## config.mk

```make
export PLATFORM = sky130hd
export DESIGN_NAME = reg_writeback_arbiter
export DESIGN_NICKNAME = d
export VERILOG_FILES = /design/src/rtl/reg_writeback_arbiter.sv
export SDC_FILE = /design/constraint.sdc
export NUM_CORES = 1
export LEC_CHECK = 0
export CELL_PAD_IN_SITES_DETAIL_PLACEMENT = 1
export CELL_PAD_IN_SITES_GLOBAL_PLACEMENT = 2
export CORE_MARGIN = 4
export CORE_UTILIZATION = 40
export CTS_CLUSTER_DIAMETER = 40
export DETAILED_ROUTE_END_ITERATION = 8
export DONT_BUFFER_PORTS = 1
export PLACE_DENSITY = 0.84
export SLEW_MARGIN = 20
export SYNTH_ARGS = -nofsm -noshare
export SYNTH_HDL_FRONTEND = slang
export SYNTH_SLANG_ARGS = --single-unit
export TNS_END_PERCENT = 10
```

## constraint.sdc

```tcl
create_clock -name clk -period 3.75 [get_ports clk]
set_input_delay 0.75 -clock clk [delete_from_list [all_inputs] [get_ports clk]]
set_output_delay 0.75 -clock clk [all_outputs]
set_load 0.03 [all_outputs]
```

## src/rtl/reg_writeback_arbiter.sv

```systemverilog
// Register-file write-back arbiter: ALU results take priority over FIFO-buffered long-latency results; also tracks pending writes per register.
// Optional build macro WB_ARB_LL_BYPASS_EN lets an LL result go straight to the write port when the FIFO is empty and the ALU is idle.
module reg_writeback_arbiter #(
    parameter int DATA_WIDTH    = 32,
    parameter int SEL_WIDTH     = 4,
    parameter int NUM_REGS      = 16,
    parameter int LL_FIFO_DEPTH = 2
) (
    input  logic                               clk,
    input  logic                               rst,
    input  logic                               in_issue_valid,
    input  logic [SEL_WIDTH-1:0]               in_issue_sel,
    input  logic                               in_alu_valid,
    input  logic [SEL_WIDTH-1:0]               in_alu_sel,
    input  logic [DATA_WIDTH-1:0]              in_alu_data,
    input  logic                               in_ll_valid,
    output logic                               out_ll_ready,
    input  logic [SEL_WIDTH-1:0]               in_ll_sel,
    input  logic [DATA_WIDTH-1:0]              in_ll_data,
    output logic                               out_write_en,
    output logic [SEL_WIDTH-1:0]               out_write_sel,
    output logic [DATA_WIDTH-1:0]              out_write_data,
    output logic [NUM_REGS-1:0]                out_busy,
    output logic [$clog2(LL_FIFO_DEPTH):0]     out_ll_count
);

    localparam int PTR_W = (LL_FIFO_DEPTH > 1) ? $clog2(LL_FIFO_DEPTH) : 1;
    localparam int CNT_W = $clog2(LL_FIFO_DEPTH) + 1;
    localparam logic [CNT_W-1:0] DEPTH_CNT = CNT_W'(LL_FIFO_DEPTH);

    logic [DATA_WIDTH-1:0] fifo_data_q [LL_FIFO_DEPTH];
    logic [DATA_WIDTH-1:0] fifo_data_d [LL_FIFO_DEPTH];
    logic [SEL_WIDTH-1:0]  fifo_sel_q  [LL_FIFO_DEPTH];
    logic [SEL_WIDTH-1:0]  fifo_sel_d  [LL_FIFO_DEPTH];
    logic [PTR_W-1:0]      rd_ptr_q, rd_ptr_d;
    logic [PTR_W-1:0]      wr_ptr_q, wr_ptr_d;
    logic [CNT_W-1:0]      count_q, count_d;

    logic                  write_en_q, write_en_d;
    logic [SEL_WIDTH-1:0]  write_sel_q, write_sel_d;
    logic [DATA_WIDTH-1:0] write_data_q, write_data_d;
    logic [NUM_REGS-1:0]   busy_q, busy_d;

    logic                  ll_xfer_s;
    logic                  win_valid_s;
    logic [SEL_WIDTH-1:0]  win_sel_s;
    logic [DATA_WIDTH-1:0] win_data_s;
    logic                  pop_s;
    logic                  push_s;
    logic                  bypass_s;

    // Ready depends only on registered occupancy and reset, never on in_ll_valid.
    assign out_ll_ready = !rst && (count_q < DEPTH_CNT);
    assign ll_xfer_s    = in_ll_valid && out_ll_ready;

    // Pick this cycle's winner: ALU, else FIFO head, else (optionally) a bypassing LL transfer.
    always_comb begin
        win_valid_s = 1'b0;
        win_sel_s   = '0;
        win_data_s  = '0;
        pop_s       = 1'b0;
        bypass_s    = 1'b0;
        if (in_alu_valid) begin
            win_valid_s = 1'b1;
            win_sel_s   = in_alu_sel;
            win_data_s  = in_alu_data;
        end else if (count_q != '0) begin
            win_valid_s = 1'b1;
            win_sel_s   = fifo_sel_q[rd_ptr_q];
            win_data_s  = fifo_data_q[rd_ptr_q];
            pop_s       = 1'b1;
        end else begin
`ifdef WB_ARB_LL_BYPASS_EN
            if (ll_xfer_s) begin
                win_valid_s = 1'b1;
                win_sel_s   = in_ll_sel;
                win_data_s  = in_ll_data;
                bypass_s    = 1'b1;
            end else begin
                win_valid_s = 1'b0;
            end
`else
            win_valid_s = 1'b0;
`endif
        end
        push_s = ll_xfer_s && !bypass_s;
    end

    // FIFO next state; pointers wrap naturally because the depth is a power of two.
    always_comb begin
        fifo_data_d = fifo_data_q;
        fifo_sel_d  = fifo_sel_q;
        rd_ptr_d    = rd_ptr_q;
        wr_ptr_d    = wr_ptr_q;
        count_d     = count_q;
        if (push_s) begin
            fifo_data_d[wr_ptr_q] = in_ll_data;
            fifo_sel_d[wr_ptr_q]  = in_ll_sel;
            wr_ptr_d              = wr_ptr_q + PTR_W'(1);
        end else begin
            wr_ptr_d = wr_ptr_q;
        end
        if (pop_s) begin
            rd_ptr_d = rd_ptr_q + PTR_W'(1);
        end else begin
            rd_ptr_d = rd_ptr_q;
        end
        case ({push_s, pop_s})
            2'b10:   count_d = count_q + CNT_W'(1);
            2'b01:   count_d = count_q - CNT_W'(1);
            default: count_d = count_q;
        endcase
    end

    // Write port and scoreboard next state; a set on the same register overrides a clear.
    always_comb begin
        write_en_d   = win_valid_s && (win_sel_s != '0);
        write_sel_d  = write_sel_q;
        write_data_d = write_data_q;
        if (write_en_d) begin
            write_sel_d  = win_sel_s;
            write_data_d = win_data_s;
        end else begin
            write_sel_d  = write_sel_q;
            write_data_d = write_data_q;
        end
        busy_d = busy_q;
        if (write_en_q) begin
            busy_d[write_sel_q] = 1'b0;
        end else begin
            busy_d = busy_q;
        end
        if (in_issue_valid && (in_issue_sel != '0)) begin
            busy_d[in_issue_sel] = 1'b1;
        end else begin
            busy_d[0] = 1'b0;
        end
        busy_d[0] = 1'b0;
    end

    // Control state: reset discards FIFO contents, pending writes and the scoreboard.
    always_ff @(posedge clk) begin
        if (rst) begin
            rd_ptr_q     <= '0;
            wr_ptr_q     <= '0;
            count_q      <= '0;
            write_en_q   <= 1'b0;
            write_sel_q  <= '0;
            write_data_q <= '0;
            busy_q       <= '0;
        end else begin
            rd_ptr_q     <= rd_ptr_d;
            wr_ptr_q     <= wr_ptr_d;
            count_q      <= count_d;
            write_en_q   <= write_en_d;
            write_sel_q  <= write_sel_d;
            write_data_q <= write_data_d;
            busy_q       <= busy_d;
        end
    end

    // FIFO storage; entries are only meaningful between the pointers, so no reset is needed.
    always_ff @(posedge clk) begin
        fifo_data_q <= fifo_data_d;
        fifo_sel_q  <= fifo_sel_d;
    end

    assign out_write_en   = write_en_q;
    assign out_write_sel  = write_sel_q;
    assign out_write_data = write_data_q;
    assign out_busy       = busy_q;
    assign out_ll_count   = count_q;

endmodule

```

==> flow_summary.toml <==
[sta]
max_slew.worst_pin.slew_ps = 956
slew_violations = 0
fin_worst_skew_ps = 9.45
timing.final.setup_violations = 0
grt_setup_unrepaired = "false"
final-hold-violation-count = 0
fin_crit_sh_pct = 70.5
min_period_ps = 2640
least_setup_slack_across_all_paths_after_layout_ps = 1110
achievable-frequency_ghz = 0.378
finalSetupTns_ps = 0
slew_headroom_pct = 36.2

[clock_tree]
clock_insertion_delay_worst_skew_ps = 420
tritoncts = "yes"
post_cts_hold_buffer_count = 0
cts_num_sinks = 128
clock_root_buffer_master = "clkbuf_16"
cts.repair_timing.setup_buffer_count = 0
htree_levels = 4
clk_pin_slew_ps = 60
clk_path_buf_depth = 2
post_cts_resize_count = 0
cts_made_buffers = 17

[floorplanning]
die_height_um = 124
ioPinCount = 137
dieArea_um2 = 15300
num_rows = 42
floorplan.initialDensity_pct = 40.6
die_wd_um = 124
core-area_um2 = 13200

[synthesis]
synth_fp_nets = 544
most_frequent_cells_after_synthesis = "72 x edfxtp_1, 56 x dfxtp_1, 48 x o21ai_0"
netlist_top_cells_area = "edfxtp_1 40%, dfxtp_1 21%, a211oi_2 6.8%, mux2i_1 6.7%, o21ai_0 4.5%"
post-synth-top-count-cell = "edfxtp_1"
synth_area_per_cell_um2 = 11.6
sequential_element_share_of_the_synthesized_area_pct = 61.3
cell_accounting_for_the_most_synthesized_area = "edfxtp_1"
synth-edff-count = 72
synth.distinct_cells = 36
yosys.area.top_type_share_pct = 40.4
ys_dominant_reg_cell = "edfxtp_1"
synth_async_sr_flop_share_pct = 0
postSynthCellCount = 462
syn-cell-area_um2 = 5360
synth_seq_cells = 128
yosysWarnings = 0

[final_layout]
final_core_utilization_pct = 46.1
layout-area-overhead-vs-synth_pct = 13.5
final_net_count = 535
layout.area.seq_um2 = 3280
fill_cells = 1378
post_route_cells_drive_above_1_share_pct = 15.2
insertedDiodeCount = 0
finish.cell_count_without_fillers = 642
area_of_the_multi_input_gates_um2 = 1820

[setup_path]
critical_path_arrival_ps = 2740
cp-startpoint = "out_ll_count[1]"
crit_path_max_incr_delay_ps = 620
number_of_cells_on_the_worst_reg_to_reg_path = 4
rr_endpoint = "fifo_data_q[48]"
crit_path_cell_trace = "nor2_1 > nand2_1 > nor2_4 > buf_4"
type_of_the_worst_setup_path = "register to register"
cp_slowest_cell = "nor2_1"
worst_ep_required_time_ps = 3850
crit_path_end_kind = "register"
timing.rr.start = "out_ll_count[1]"
path_delay_family = "simple AND/OR/NAND/NOR gates"
crit_buf_inv = 1
rrSetupSlack_ps = 1110
critPathMaxFanout = 19
worst_setup_path_start_kind = "register"
worst-path-stages = 4
endpoint = "fifo_data_q[48]"

[detailed_routing]
drc = 0
drt_pass1_iterations = 4
routed-via-count = 3582
drt-initial-drc-count = 159
wire_per_inst_um = 21.7
drt_wl_total_um = 13900
antenna_left = 0
detail_route.vias_per_cell = 5.58

[power]
cellPowerDensity_nw_per_um2 = 704
p_sw_mw = 1.34
power.total_mw = 4.28
power.share.sequential_pct = 45.9
p_leak_nw = 1.99
share_comb_of_total_power_pct = 16.3
clkPwrFrac_pct = 37.8
vdd_drop_max_v = 0.000441
cellInternalPower_mw = 2.95
netSwitchingFraction_pct = 31.2

[global_route]
antenna_found_initial = 0
globalRouteOverflowTotal = 0
grt_max_degree = 62
gr-usage-all-layers_pct = 18.8
vias_in_the_first_global_route = 3902
grt_pass1_wl_um = 21300

[place]
dp_cells = 610
port_buffers = 0
gpl.final_weighted_congestion = 0.743
detailedPlacementHpwl_um = 9080
pre_cts_slack_ps = 902

[status]
result_of_the_run = "complete, no violations"

[job]
drv.max_cap_violation_count = 0

[min_path]
hold_path_class = "input port to register"
[how the worst min path moves through the flow]
stage	from	endpoint	slack [ps]	cells after the start
final	rst	out_busy[10]	400	1
after CTS	rst	out_write_data[10]	380	1
after global routing	rst	out_write_data[5]	380	1
after global placement	wr_ptr_q	wr_ptr_q	580	2
after floorplan	wr_ptr_q	wr_ptr_q	490	2
after detailed placement	wr_ptr_q	wr_ptr_q	590	2
[placed cells by master, fill, tap and decap left out, types with 2 or more instances in the layout]
| master | instances |
|---|---|
| inv_1 | 32 |
| o21ai_0 | 48 |
| bufinv_16 | 2 |
| buf_4 | 6 |
| nand2b_1 | 6 |
| and3_2 | 2 |
| nor2b_1 | 2 |
| nand3b_1 | 2 |
| a211oi_1 | 3 |
| dfxtp_1 | 55 |
| nand2_1 | 46 |
| nand3_1 | 6 |
| clkbuf_16 | 17 |
| o22ai_1 | 4 |
| a211oi_2 | 29 |
| clkinvlp_4 | 3 |
| a21oi_1 | 20 |
| a31oi_1 | 32 |
| mux2i_1 | 36 |
| clkinv_2 | 3 |
| nor4_1 | 2 |
| clkbuf_8 | 3 |
| edfxtp_1 | 72 |
| xor2_1 | 3 |
| nor2_1 | 12 |
| or3_1 | 2 |
| clkbuf_1 | 2 |
[power groups by stage]
stage	Sequential, mW	Combinational, mW	Clock, mW
global route	1.99	0.776	1.72
CTS	1.97	0.713	1.65
floorplan	1.92	0.610	0
finish	1.97	0.698	1.62
global placement	1.99	0.675	0
detailed placement	2.00	0.706	0
[logic make-up after synthesis]
kind of cell	Yosys count	share of synthesized area [%]
buf+inv	67	5.33
compound gates	138	18.2
fa+ha+maj	1	0.234
simple gates	87	7.50
xor+xnor	4	0.654
flops	128	61.3
other cells	1	0.0700
mux	36	6.73
[stage by stage]
| step | instance area [um^2] | hold slack (ps) |
|---|---|---|
| after floorplan | 5360 | 493 |
| final | 6080 | 402 |
| after global routing | 6080 | 380 |
| after detailed placement | 5490 | 588 |
| after CTS | 6080 | 385 |
| after global placement | 5490 | 581 |
[cell type report]
| type | count | share of cell area (%) |
|---|---|---|
| sequential | 128 | 54.0 |
| tap | 176 | 3.62 |
| clock inverter | 10 | 1.81 |
| clock buffer | 22 | 7.80 |
| timing repair buffer | 6 | 0.741 |
| multi-input combinational | 267 | 30.0 |
| inverter | 33 | 2.04 |
[flip-flops by register name, indices dropped and copies added, names as in the netlist]
register / flops
out_write_data: 32
out_write_sel: 4
out_ll_count: 2
fifo_sel_q: 8
rd_ptr_q: 1
wr_ptr_q: 1
out_busy: 15
out_write_en: 1
fifo_data_q: 64
[per-layer routing]
layer,global-route usage (%),up-vias,part of all wire [%]
met5,0,-,0
met4,8.10,0,2.0
met3,8.63,25,10
met2,32.0,113,51
met1,20.1,1783,37
li1,-,1661,-
Power figures use the tool's default switching activity.
